==> src/rtl/mspi_flash_pkg.sv <==
// Opcodes, page geometry and FSM encoding shared by the SPI NOR flash writer.
// Also holds the page-program argument check used when a start is accepted.
package mspi_flash_pkg;

    localparam logic [7:0] OP_WREN = 8'h06;
    localparam logic [7:0] OP_PP   = 8'h02;
    localparam logic [7:0] OP_SE   = 8'h20;
    localparam logic [7:0] OP_RDSR = 8'h05;

    localparam int PAGE_BYTES = 256;

    typedef enum logic [3:0] {
        S_IDLE,
        S_WREN,
        S_GAP,
        S_CMD,
        S_ADDR,
        S_DATA,
        S_POLL,
        S_CHECK,
        S_FIN
    } state_t;

    // A program must stay inside one page, so the end offset may not pass it.
    function automatic logic pp_bad(input logic [7:0] lo, input logic [8:0] n);
        logic [9:0] end_ofs;
        end_ofs = {2'b00, lo} + {1'b0, n};
        return (n == 9'd0) || (n > 9'(PAGE_BYTES)) || (end_ofs > 10'(PAGE_BYTES));
    endfunction

endpackage

==> src/rtl/mspi_flash_writer_spi_byte_shifter.sv <==
// Mode-0 single-byte full-duplex SPI shifter; owns SCK generation.
// MOSI leads each SCK rise by CLK_DIV cycles; MISO is captured as SCK rises.
module spi_byte_shifter #(
    parameter int CLK_DIV = 2
) (
    input  logic       clk,
    input  logic       rst,
    input  logic       load,
    input  logic [7:0] tx_byte,
    input  logic       hold,
    input  logic       miso,
    output logic [7:0] rx_byte,
    output logic       byte_done,
    output logic       sck,
    output logic       mosi
);

    localparam logic [15:0] DIV_LAST = 16'(CLK_DIV - 1);

    logic        active;
    logic [15:0] div_cnt;
    logic [2:0]  bit_cnt;
    logic [6:0]  tx_sh;

    always_ff @(posedge clk or posedge rst) begin
        if (rst) begin
            active    <= 1'b0;
            div_cnt   <= '0;
            bit_cnt   <= '0;
            tx_sh     <= '0;
            rx_byte   <= '0;
            byte_done <= 1'b0;
            sck       <= 1'b0;
            mosi      <= 1'b0;
        end else begin
            byte_done <= 1'b0;
            if (!active) begin
                if (load) begin
                    active  <= 1'b1;
                    tx_sh   <= tx_byte[6:0];
                    mosi    <= tx_byte[7];
                    div_cnt <= '0;
                    bit_cnt <= '0;
                end
            end else if (!(hold && !sck)) begin
                if (div_cnt != DIV_LAST) begin
                    div_cnt <= div_cnt + 16'd1;
                end else begin
                    div_cnt <= '0;
                    if (!sck) begin
                        sck     <= 1'b1;
                        rx_byte <= {rx_byte[6:0], miso};
                    end else begin
                        sck <= 1'b0;
                        if (bit_cnt == 3'd7) begin
                            active    <= 1'b0;
                            byte_done <= 1'b1;
                        end else begin
                            bit_cnt <= bit_cnt + 3'd1;
                            mosi    <= tx_sh[6];
                            tx_sh   <= {tx_sh[5:0], 1'b0};
                        end
                    end
                end
            end
        end
    end

endmodule

==> src/rtl/mspi_flash_writer.sv <==
// SPI NOR flash writer: WREN, page program or sector erase, then status polling.
// Sequences bytes through the shifter and owns CS_n, the counters and the data handshake.
module mspi_flash_writer
    import mspi_flash_pkg::*;
#(
    parameter int          CLK_DIV  = 2,
    parameter int          CS_GAP   = 4,
    parameter logic [19:0] POLL_MAX = 20'hFFFFF
) (
    input  logic        clk,
    input  logic        rst,
    input  logic        start,
    input  logic        op,
    input  logic [23:0] addr,
    input  logic [8:0]  len,
    input  logic [7:0]  in_data,
    input  logic        in_valid,
    output logic        in_ready,
    output logic        busy,
    output logic        done,
    output logic        err,
    output logic        spi_cs_n,
    output logic        spi_sck,
    output logic        spi_mosi,
    input  logic        spi_miso
);

    localparam logic [15:0] GAP_LAST = 16'(CS_GAP - 1);

    state_t      state;
    state_t      gap_next;
    logic        load;
    logic [7:0]  tx_byte;
    logic [7:0]  rx_byte;
    logic        byte_done;
    logic [15:0] gap_cnt;
    logic [23:0] addr_q;
    logic [1:0]  idx;
    logic [8:0]  byte_cnt;
    logic [19:0] poll_cnt;
    logic        poll_rd;
    logic        wip;
    logic        op_q;
    logic        unused_rx;

    // Only the WIP bit of the status register matters here.
    assign unused_rx = &{1'b0, rx_byte[7:1]};

    spi_byte_shifter #(
        .CLK_DIV(CLK_DIV)
    ) u_shifter (
        .clk      (clk),
        .rst      (rst),
        .load     (load),
        .tx_byte  (tx_byte),
        .hold     (1'b0),
        .miso     (spi_miso),
        .rx_byte  (rx_byte),
        .byte_done(byte_done),
        .sck      (spi_sck),
        .mosi     (spi_mosi)
    );

    always_ff @(posedge clk or posedge rst) begin
        if (rst) begin
            state    <= S_IDLE;
            gap_next <= S_IDLE;
            in_ready <= 1'b0;
            busy     <= 1'b0;
            done     <= 1'b0;
            err      <= 1'b0;
            spi_cs_n <= 1'b1;
            load     <= 1'b0;
            tx_byte  <= '0;
            gap_cnt  <= '0;
            addr_q   <= '0;
            idx      <= '0;
            byte_cnt <= '0;
            poll_cnt <= '0;
            poll_rd  <= 1'b0;
            wip      <= 1'b0;
            op_q     <= 1'b0;
        end else begin
            done <= 1'b0;
            load <= 1'b0;
            unique case (state)
                S_IDLE: begin
                    if (start) begin
                        op_q     <= op;
                        addr_q   <= addr;
                        byte_cnt <= len;
                        poll_cnt <= '0;
                        busy     <= 1'b1;
                        if (!op && pp_bad(addr[7:0], len)) begin
                            done  <= 1'b1;
                            err   <= 1'b1;
                            state <= S_FIN;
                        end else begin
                            err      <= 1'b0;
                            spi_cs_n <= 1'b0;
                            load     <= 1'b1;
                            tx_byte  <= OP_WREN;
                            state    <= S_WREN;
                        end
                    end
                end
                S_WREN: begin
                    if (byte_done) begin
                        spi_cs_n <= 1'b1;
                        gap_cnt  <= '0;
                        gap_next <= S_CMD;
                        state    <= S_GAP;
                    end
                end
                S_GAP: begin
                    if (gap_cnt == GAP_LAST) begin
                        state   <= gap_next;
                        poll_rd <= 1'b0;
                        tx_byte <= (gap_next == S_CMD) ? (op_q ? OP_SE : OP_PP) : OP_RDSR;
                        if (gap_next != S_CHECK) begin
                            spi_cs_n <= 1'b0;
                            load     <= 1'b1;
                        end
                    end else begin
                        gap_cnt <= gap_cnt + 16'd1;
                    end
                end
                S_CMD: begin
                    if (byte_done) begin
                        load    <= 1'b1;
                        tx_byte <= addr_q[23:16];
                        addr_q  <= {addr_q[15:0], 8'h00};
                        idx     <= '0;
                        state   <= S_ADDR;
                    end
                end
                S_ADDR: begin
                    if (byte_done) begin
                        if (idx != 2'd2) begin
                            load    <= 1'b1;
                            tx_byte <= addr_q[23:16];
                            addr_q  <= {addr_q[15:0], 8'h00};
                            idx     <= idx + 2'd1;
                        end else if (!op_q) begin
                            in_ready <= 1'b1;
                            state    <= S_DATA;
                        end else begin
                            spi_cs_n <= 1'b1;
                            gap_cnt  <= '0;
                            gap_next <= S_POLL;
                            state    <= S_GAP;
                        end
                    end
                end
                S_DATA: begin
                    // SCK simply stays low while the source has nothing to give.
                    if (in_ready && in_valid) begin
                        in_ready <= 1'b0;
                        load     <= 1'b1;
                        tx_byte  <= in_data;
                        byte_cnt <= byte_cnt - 9'd1;
                    end else if (byte_done) begin
                        if (byte_cnt == 9'd0) begin
                            spi_cs_n <= 1'b1;
                            gap_cnt  <= '0;
                            gap_next <= S_POLL;
                            state    <= S_GAP;
                        end else begin
                            in_ready <= 1'b1;
                        end
                    end
                end
                S_POLL: begin
                    if (byte_done) begin
                        if (!poll_rd) begin
                            poll_rd <= 1'b1;
                            load    <= 1'b1;
                            tx_byte <= 8'h00;
                        end else begin
                            wip      <= rx_byte[0];
                            poll_cnt <= poll_cnt + 20'd1;
                            spi_cs_n <= 1'b1;
                            gap_cnt  <= '0;
                            gap_next <= S_CHECK;
                            state    <= S_GAP;
                        end
                    end
                end
                S_CHECK: begin
                    if (!wip || poll_cnt >= POLL_MAX) begin
                        done  <= 1'b1;
                        busy  <= 1'b0;
                        err   <= wip;
                        state <= S_FIN;
                    end else begin
                        spi_cs_n <= 1'b0;
                        load     <= 1'b1;
                        tx_byte  <= OP_RDSR;
                        poll_rd  <= 1'b0;
                        state    <= S_POLL;
                    end
                end
                S_FIN: begin
                    busy  <= 1'b0;
                    state <= S_IDLE;
                end
                default: state <= S_IDLE;
            endcase
        end
    end

endmodule
==> config.mk <==
export PLATFORM = sky130hd
export DESIGN_NAME = mspi_flash_writer
export DESIGN_NICKNAME = d
export VERILOG_FILES = /design/src/rtl/mspi_flash_pkg.sv /design/src/rtl/mspi_flash_writer_spi_byte_shifter.sv /design/src/rtl/mspi_flash_writer.sv
export SDC_FILE = /design/constraint.sdc
export NUM_CORES = 1
export LEC_CHECK = 0
export ABC_AREA = 1
export CORE_MARGIN = 2
export CORE_UTILIZATION = 28
export DETAILED_ROUTE_END_ITERATION = 8
export DONT_BUFFER_PORTS = 1
export SETUP_SLACK_MARGIN = 0.1
export SKIP_LAST_GASP = 1
export SLEW_MARGIN = 20
export SYNTH_ARGS = -nofsm -noshare
export SYNTH_HDL_FRONTEND = slang
export SYNTH_SLANG_ARGS = --single-unit
==> constraint.sdc <==
create_clock -name clk -period 8.3 [get_ports clk]
set_clock_uncertainty 0.2 [all_clocks]
set_input_delay 0.83 -clock clk [delete_from_list [all_inputs] [get_ports clk]]
set_output_delay 0.83 -clock clk [all_outputs]
set_load 0.02 [all_outputs]
Word-level counts from Yosys, hierarchy flattened
Index checks and enable logic that the tools add are counted.
{ "classes": {"add_sub_neg": 7, "eq_ne": 40, "n_mux": 139, "bitwise": 2, "reduce_logical": 41, "magnitude_cmp": 3} }
{ "op_table": {"columns": ["op", "n"], "rows": [
  ["16-bit two-way mux", 13],
  ["24-bit two-way mux", 4],
  ["4-bit two-way mux", 22],
  ["8-bit two-way mux", 10],
  ["16-bit case mux with 5 select lines", 1],
  ["24-bit case mux with 3 select lines", 1],
  ["20-bit two-way mux", 3],
  ["8-bit case mux with 7 select lines", 1],
  ["1-bit two-way mux", 54],
  ["20-bit case mux with 2 select lines", 1],
  ["2-bit inequality test, second input constant", 19],
  ["7-bit two-way mux", 5],
  ["11-bit AND reduction", 3],
  ["16-bit by 1-bit adder with 16-bit output, second input constant", 2],
  ["4-bit case mux with 8 select lines", 1],
  ["20-bit by 1-bit adder with 20-bit output, second input constant", 1],
  ["20-bit >= comparator, second input constant", 1],
  ["9-bit zero test", 2],
  ["3-bit two-way mux", 6],
  ["9-bit two-way mux", 2],
  ["9-bit case mux with 2 select lines", 1],
  ["16-bit by 2-bit == test with 1-bit output, second input constant", 1],
  ["4-bit by 3-bit == test with 1-bit output, second input constant", 4],
  ["16-bit by 1-bit inequality test with 1-bit output, second input constant", 1],
  ["38 further kinds", 73]
]} }
{ "totals": {"register_bits": 127, "out_inout_bits": 7, "inputBits": 47, "wordCells": 257} }

Longest topological paths before layout
Gate-level depths: netlist of run 1.
{ "logic_depth": {"depth_word": 7, "ltp_mapped": 19} }

By module
A second synthesis of run 1 with hierarchy kept.
{ "hier_totals": {"hier_cells": 1051, "area_unflattened_um2": 7908.8} }
{ "by_module_without_submodules": {"columns": ["mod", "cells_per_inst", "n_inst", "area_per_inst_um2"], "rows": [
  ["mspi_flash_writer", 751, 1, 5781.8],
  ["spi_byte_shifter", 300, 1, 2127.0]
]} }

Worst setup path after synthesis of run 1
Ideal clock, no wire load.
{ "synth_timing": {"path_type": "input to register", "startpoint": "input port addr[0]", "endpoint": "register tx_byte[0]", "setup_ns": 0.117, "t_arrival_ns": 2.478, "n_path_buf": 0, "path_stages": 17, "slack_ns": 5.505, "path_cell_list": "ha_1 > inv_1 > fa_1 > inv_1 > nand2_1 > nand2_1 > nand3_1 > nand3_1 > nand2_1 > nor2_1 > nand2_1 > nand2_1 > nand2_1 > nand3_2 > nand3_4 > nand2_1 > nand2_1"} }
{ "synth_via": {"elab_chain_cells": 6} }
{ "synth_rtl": {"columns": ["element", "line", "text"], "rows": [
  ["from (decl)", "mspi_flash_writer.sv:14", "input logic [23:0] addr,"],
  ["8-bit by 9-bit adder with 10-bit output", "mspi_flash_pkg.sv:27", "end_ofs = {2'b00, lo} + {1'b0, n};"],
  ["10-bit by 9-bit greater-than comparator with 1-bit output", "mspi_flash_pkg.sv:28", "return (n == 9'd0) || (n > 9'(PAGE_BYTES)) || (end_ofs > 10'(PAGE_BYTES));"],
  ["1-bit logical OR", "mspi_flash_pkg.sv:28", null],
  ["1-bit logical AND", "mspi_flash_writer.sv:94", "if (!op && pp_bad(addr[7:0], len)) begin"],
  ["2-bit inequality test (no line)", null, null],
  ["11-bit AND reduction (no line)", null, null],
  ["to (signal assigned)", "mspi_flash_writer.sv:119", "tx_byte <= (gap_next == S_CMD) ? (op_q ? OP_SE : OP_PP) : OP_RDSR;"],
  ["to (signal assigned)", "mspi_flash_writer.sv:131", "tx_byte <= addr_q[23:16];"],
  ["to (signal assigned)", "mspi_flash_writer.sv:141", "tx_byte <= addr_q[23:16];"],
  ["to (decl)", "mspi_flash_writer.sv:33", "logic [7:0] tx_byte;"]
]} }
Every way passes these cells.
A chain may end at the register's enable or synchronous reset.

Final worst setup path of run 1
{ "layout_timing": {"startpoint": "register state[0]", "endpoint": "register gap_cnt[2]"} }
{ "layout_via": {"elab_chain_cells": 3, "elab_cells_between_ends": 18} }
{ "layout_rtl": {"columns": ["element", "line", "text"], "rows": [
  ["from (decl)", "mspi_flash_writer.sv:30", "state_t state;"],
  ["from (signal assigned)", "mspi_flash_writer.sv:117", "state <= gap_next;"],
  ["4-bit by 3-bit == test with 1-bit output (tied with other cells)", "mspi_flash_writer.sv:86", "unique case (state)"],
  ["5-bit nonzero test (no line) (tied with other cells)", null, null],
  ["11-bit AND reduction (no line)", null, null],
  ["to (signal assigned)", "mspi_flash_writer.sv:125", "gap_cnt <= gap_cnt + 16'd1;"],
  ["to (decl)", "mspi_flash_writer.sv:36", "logic [15:0] gap_cnt;"]
]} }
Parallel ways exist; a longest one is shown, timed or not.

==> impl_results.md, run 1 <==
* Ys flop type: dfrtp_1
* CTS Buffer Depth at 2
* Post-Syn Instances at 952
* Die area at 27,100 sq um
* Top cell type by total area after synthesis: dfrtp_1
* Worst setup path class: flop to flop
* Status: finished, final reports clean
* GR Layer Usage met1 at 18.5%
* Final Core Density at 32.3%
* WL final at 17.9 mm
* Largest net degree at the start of global routing at 75
* Grt total ovfl at 0
* I/O pin cnt at 54
* Total GRT Usage at 13.8%
* TritonCTS clock tree: yes
* Combinational power share at 32.9%
* Most used routing layer: met2
* Netlist Area Pre-Place at 7220 sq um
* Static Leak at 3.64 nW
* Detailed Place HPWL at 13.0 mm
* Num CTS Buffers at 17
* Core region area at 25,300 sq um
* Routed Antenna Nets at 0
* Top cells by area, synth: dfrtp_1, nand2_1, inv_1
* Synth-to-layout area growth at 12.9%
* CTS sink cnt at 126
* Yosys top cell area share at 43.3%
* Worst Path Max Fanout at 21
* Row count at 58
* First-pass GRT wire length at 29.6 mm
* Via count at 6,207
* DRC viols at 0
* Root buf cell: clkbuf_16
* Synth top cells by count: nand2_1, dfrtp_1, inv_1, nor2_1, nand3_1
* Fmax at 0.340 GHz
* Worst-skew pair later-pin latency at 0.43 ns
* Vias per cell at 4.80
* CTS resizes at 0
* Antenna fix cells at 0
* FF/Latch Area at 3150 sq um
* Min cycle time layout at 2.94 ns
* Worst setup SP type: flop
* Clk network pwr share at 30.1%
* Nature of the critical path endpoint: flop
* Synth Register Bits at 126
* PD cells at 312 nW/um^2
* Most common cell in the netlist: nand2_1
* Arr. time, crit path at 3.09 ns
* Chip Width at 165 microns
* Setup bufs post-CTS at 0
* Initial Util at 28.6%
* Grt met2 use at 21.7%
* Post-synthesis sequential area ratio at 43.7%
* Net Sw Frac at 39.7%
* Req. time, crit path at 8.45 ns
* Least-Margin Pin Slew at 0.946 ns
* Layout cell share with drive strength beyond 1 at 8.09%
* Async S/R FF share, synth at 100%
* DR WL/cell at 13.8 microns
* Syn. warnings at 0
* Sw Pwr at 1.01 mW
* Multi-input combinational cell area at 3490 sq um
* Max rail drop VDD at 0.181 mV
* Post-synth EDFFs at 0
* Setup Total Neg Slack at 0 ns
* Slew Limit Headroom at 37.0%
* HP Class: primary input to asynchronous set/reset pin
* Power Internal at 1.53 mW
* Distinct cells, synth at 48
* Synth Net Count at 1,016
* Final GP Congestion at 0.900
* Hold Vio Cnt, Final at 0
* H-Tree Depth at 4
* Final Net Count at 1,015
* Clk slew on worst S/H paths at 0.06 ns
* Maxcap violations at 0
* Fillers at 2,701
* Syn_area_per_cell at 7.58 sq um
* Tcrit/Tclk final at 35.4%
* Vias in the first global route at 5,907
* IO Port Bufs at 0
* Cts-stage hold buffer count at 0
* Register share of total power at 37.0%
* Initial antenna violation count at 0
* Met3 Resource Use GR at 4.07%
* Number of iterations in the first detailed-routing pass at 5
* Final Setup Violations at 0
* Unrepaired setup endpoints after global routing: false
* Die H at 165 microns
* Final Max Tran Viols at 0
* DR iter-0 viols at 419
worst max-delay path, stage by stage, from the launching register on:
cell     delay (ns)
dfrtp_1        0.36
inv_1          0.10
nor2_1         0.33
nand2_2        0.28
inv_1          0.55
nand2_1        0.16
nand2_1        0.18
nor3_2         0.08
buf_4          0.21
nand2_1        0.22
nand2_1        0.09
a21oi_1        0.11
state kept, by name, indices dropped and copies added (netlist names), 2 cells and up:
name	count
byte_cnt	9
poll_cnt	20
gap_next	3
gap_cnt	16
state	4
addr_q	24
u_shifter.div_cnt	16
u_shifter.tx_sh	7
u_shifter.bit_cnt	3
idx	2
tx_byte	8
cells in the final DEF, fill, tap and decap left out, drive strengths merged, types with 5 or more instances in the layout:
| cell type | count |
|---|---|
| dfrtp | 125 |
| a31oi | 29 |
| nor3 | 27 |
| o22ai | 13 |
| a21oi | 36 |
| or2 | 5 |
| inv | 130 |
| xor2 | 10 |
| o21ai | 67 |
| clkinv | 5 |
| clkbuf | 17 |
| ha | 16 |
| nand2 | 236 |
| nor2 | 108 |
| nor4 | 5 |
| nand4 | 18 |
| o32ai | 6 |
| nand3 | 69 |
power by group through the flow:
| stage | registers (mW) | clock network (mW) | logic (mW) |
|---|---|---|---|
| global placement | 0.946 | 0 | 0.826 |
| CTS | 0.941 | 0.780 | 0.839 |
| detailed placement | 0.950 | 0 | 0.836 |
| global route | 0.963 | 0.816 | 0.965 |
| floorplan | 0.906 | 0 | 0.682 |
| finish | 0.939 | 0.765 | 0.835 |
routing by layer:
| metal | vias up | wire, microns |
|---|---|---|
| li1 | 3182 | - |
| met1 | 2896 | 8530 |
| met2 | 119 | 8170 |
| met3 | 10 | 1030 |
| met4 | 0 | 134 |
| met5 | - | 0 |
through the flow:
stage                     worst slack [ns]  total power [mW]  instance area, sq um  hold WS, ns  instances
final                                 5.36              2.54                  8150        0.181       1294
after global placement                5.26              1.77                  7550        0.258       1262
after detailed placement              5.22              1.79                  7550        0.263       1262
after global routing                  5.13              2.74                  8150        0.232       1294
after floorplan                       3.92              1.59                  7220        0.237        952
after CTS                             5.35              2.56                  8150        0.205       1294
final timing paths:
| check | from | end | slack [ns] | depth (start not counted) |
|---|---|---|---|---|
| setup reg to reg | state[0]$_DFFE_PP0P_ | gap_cnt[2]$_DFFE_PP0P_ | 5.36 | 11 |
| min in group clk | poll_cnt[12]$_DFFE_PP0P_ | poll_cnt[12]$_DFFE_PP0P_ | 0.27 | 1 |
| setup / recovery | state[0]$_DFFE_PP0P_ | gap_cnt[2]$_DFFE_PP0P_ | 5.36 | 11 |
| max in group asynchronous | rst | byte_cnt[5]$_DFFE_PP0P_ | 6.32 | 2 |
| hold reg to reg | poll_cnt[12]$_DFFE_PP0P_ | poll_cnt[12]$_DFFE_PP0P_ | 0.27 | 1 |
| hold / removal | rst | poll_cnt[19]$_DFFE_PP0P_ | 0.18 | 1 |
area by class of cell:
| cell class | count | area share (%) |
|---|---|---|
| Clock buffer | 17 | 5.22 |
| Clock inverter | 15 | 2.16 |
| Inverter | 124 | 5.74 |
| Multi-Input combinational cell | 678 | 42.8 |
| Sequential cell | 126 | 38.7 |
| Tap cell | 330 | 5.06 |
| Timing Repair Buffer | 4 | 0.368 |
kinds of logic after synthesis:
group,Yosys count,share of synthesized area (%)
AOI/OAI and AO/OA,179,14.7
and+or+nand+nor,471,29.1
DFF,126,43.7
adders and majority gates,17,3.05
xor gates and xnor gates,11,1.33
buffers and inverters,148,8.09
No activity file was read; power rests on OpenSTA's default activity.
==> inputs of run 2 (changes only) <==
clock period = 3.05 ns   (was 8.3 ns; I/O delays follow)
==> impl_results.md, run 2 (same netlist as run 1, synthesis figures left out) <==
* Largest net degree at the start of global routing at 127 (+69%)
* Final Setup Violations at 0 (unchanged)
* Worst-skew pair later-pin latency at 0.43 ns (about the same)
* DR WL/cell at 13.1 microns (-5.2%)
* Routed Antenna Nets at 0 (unchanged)
* Hold Vio Cnt, Final at 0 (unchanged)
* Clk slew on worst S/H paths at 0.06 ns (about the same)
* HP Class: primary input to flop
* Status: finished, final reports clean
* Setup Total Neg Slack at 0 ns (unchanged)
* Largest regs: addr_q: 24 flops, poll_cnt: 20 flops
* Max rail drop VDD at 0.460 mV (+150%)
* CTS sink cnt at 126 (unchanged)
* PD cells at 797 nW/um^2 (+160%)
* Leading cell types in the layout, fill and taps excluded: nand2_1, dfrtp_1, inv_1
* Die area at 27,100 sq um (unchanged)
* Antenna fix cells at 0 (unchanged)
* DRC viols at 0 (unchanged)
* Flip-flop count of the largest register after layout at 24 (unchanged)
* Worst setup path class: flop to flop
* Fillers at 2,715 (+0.52%)
* Min cycle time layout at 2.56 ns (-0.376 ns)
* Root buf cell: clkbuf_16
* Num CTS Buffers at 17 (unchanged)
* Setup bufs post-CTS at 0 (unchanged)
* Die H at 165 microns (unchanged)
* Detailed Place HPWL at 12.7 mm (-2.2%)
* Slew Limit Headroom at 38.0% (+0.99 points)
* I/O pin cnt at 54 (unchanged)
* Final Core Density at 34.2% (+1.9 points)
* Maxcap violations at 0 (unchanged)
* Req. time, crit path at 3.19 ns (-5.26 ns)
* Initial antenna violation count at 0 (unchanged)
* Grt total ovfl at 0 (unchanged)
* Initial Util at 28.6% (unchanged)
* Arr. time, crit path at 2.71 ns (-0.38 ns)
* H-Tree Depth at 4 (unchanged)
* WL final at 17.6 mm (-1.6%)
* IO Port Bufs at 0 (unchanged)
* First-pass GRT wire length at 30.1 mm (+1.5%)
* Most common cell after layout, fill and taps aside: nand2_1
* CTS Buffer Depth at 2 (unchanged)
* Total GRT Usage at 13.7% (-0.036 points)
* TritonCTS clock tree: yes
* Least-Margin Pin Slew at 0.930 ns (-0.0159 ns)
* Worst setup SP type: flop
* Fmax at 0.390 GHz (+15%)
* Row count at 58 (unchanged)
* Biggest register: addr_q
* Unrepaired setup endpoints after global routing: false
* Number of iterations in the first detailed-routing pass at 5 (unchanged)
* DR iter-0 viols at 427 (+1.9%)
* Tcrit/Tclk final at 84.1% (+49 points)
* Nature of the critical path endpoint: flop
* Worst Path Max Fanout at 15 (-29%)
* Via count at 6,384 (+2.9%)
* Core region area at 25,300 sq um (unchanged)
* Vias in the first global route at 6,210 (+5.1%)
* Synth-to-layout area growth at 19.5%
* CTS resizes at 0 (unchanged)
* Vias per cell at 4.75 (-0.90%)
* Chip Width at 165 microns (unchanged)
* Final GP Congestion at 0.867 (-3.6%)
* Static Leak at 3.85 nW (+5.9%)
* Final Max Tran Viols at 0 (unchanged)
* Layout cell share with drive strength beyond 1 at 8.29% (+0.20 points)
* Final Net Count at 1,064 (+4.8%)
-- run 2: critical path, cell delays in order (launching register included) --
cell and delay [ns]:
dfrtp_1 0.43, nor4_1 0.36, nand4_1 0.25, nand2_1 0.26
inv_1 0.19, nor3_2 0.33, buf_4 0.27, nor2_1 0.06
a31oi_1 0.14
-- run 2: final timing paths --
path,depth (start not counted),slack (ns),endpoint,start
min in group asynchronous,3,0.34,gap_cnt[8]$_DFFE_PP0P_,rst
worst max register to register,8,0.49,u_shifter.tx_sh[5]$_DFFE_PP0P_,u_shifter.div_cnt[2]$_DFFE_PP0P_
worst max-delay path,8,0.49,u_shifter.tx_sh[5]$_DFFE_PP0P_,u_shifter.div_cnt[2]$_DFFE_PP0P_
worst min-delay path,3,0.01,tx_byte[6]$_DFFE_PP0P_,in_data[6]
worst min register to register,1,0.27,poll_cnt[12]$_DFFE_PP0P_,poll_cnt[12]$_DFFE_PP0P_
max in group asynchronous,3,1.76,poll_cnt[16]$_DFFE_PP0P_,rst
-- run 2: repair_timing --
action,CTS,global route
endpoints found under the setup margin,0,0
hold buffers,43,0
hold endpoints to repair,169,0
-- run 2: where the power goes --
| group | internal (mW) | switching [mW] |
|---|---|---|
| clock network | 1.17 | 0.866 |
| registers | 2.17 | 0.377 |
| logic | 0.823 | 1.47 |
| total | 4.16 | 2.71 |
-- run 2: routing by layer --
layer	GRT usage (%)	vias up	share of wire, %
li1	-	3290	-
met1	18.1	2978	47
met2	22.0	102	47
met3	3.54	14	5.1
met4	4.55	0	1.3
met5	0	-	0
-- run 2: final cells by class --
class	count	area, sq um	share of cell area, %
clock buffer	17	425	4.93
clock inverter	15	164	1.90
inverter	124	469	5.44
multi-input combinational	678	3480	40.4
sequential	126	3150	36.6
tap	330	413	4.79
timing repair buffer	53	518	6.01
-- run 2: metrics by stage --
step / worst slack (ns) / instances / hold slack (ns) / cell area (sq um) / power, mW
6_report: 0.486 / 1343 / 0.0129 / 8620 / 6.87
5_1_grt: 0.215 / 1343 / 0.0406 / 8620 / 7.42
4_1_cts: 0.440 / 1343 / 0.00681 / 8620 / 6.94
3_5_place_dp: 0.425 / 1268 / 0.243 / 7600 / 4.83
3_3_place_gp: 0.480 / 1268 / 0.249 / 7600 / 4.79
2_1_floorplan: 0.780 / 952 / 0.237 / 7220 / 4.32
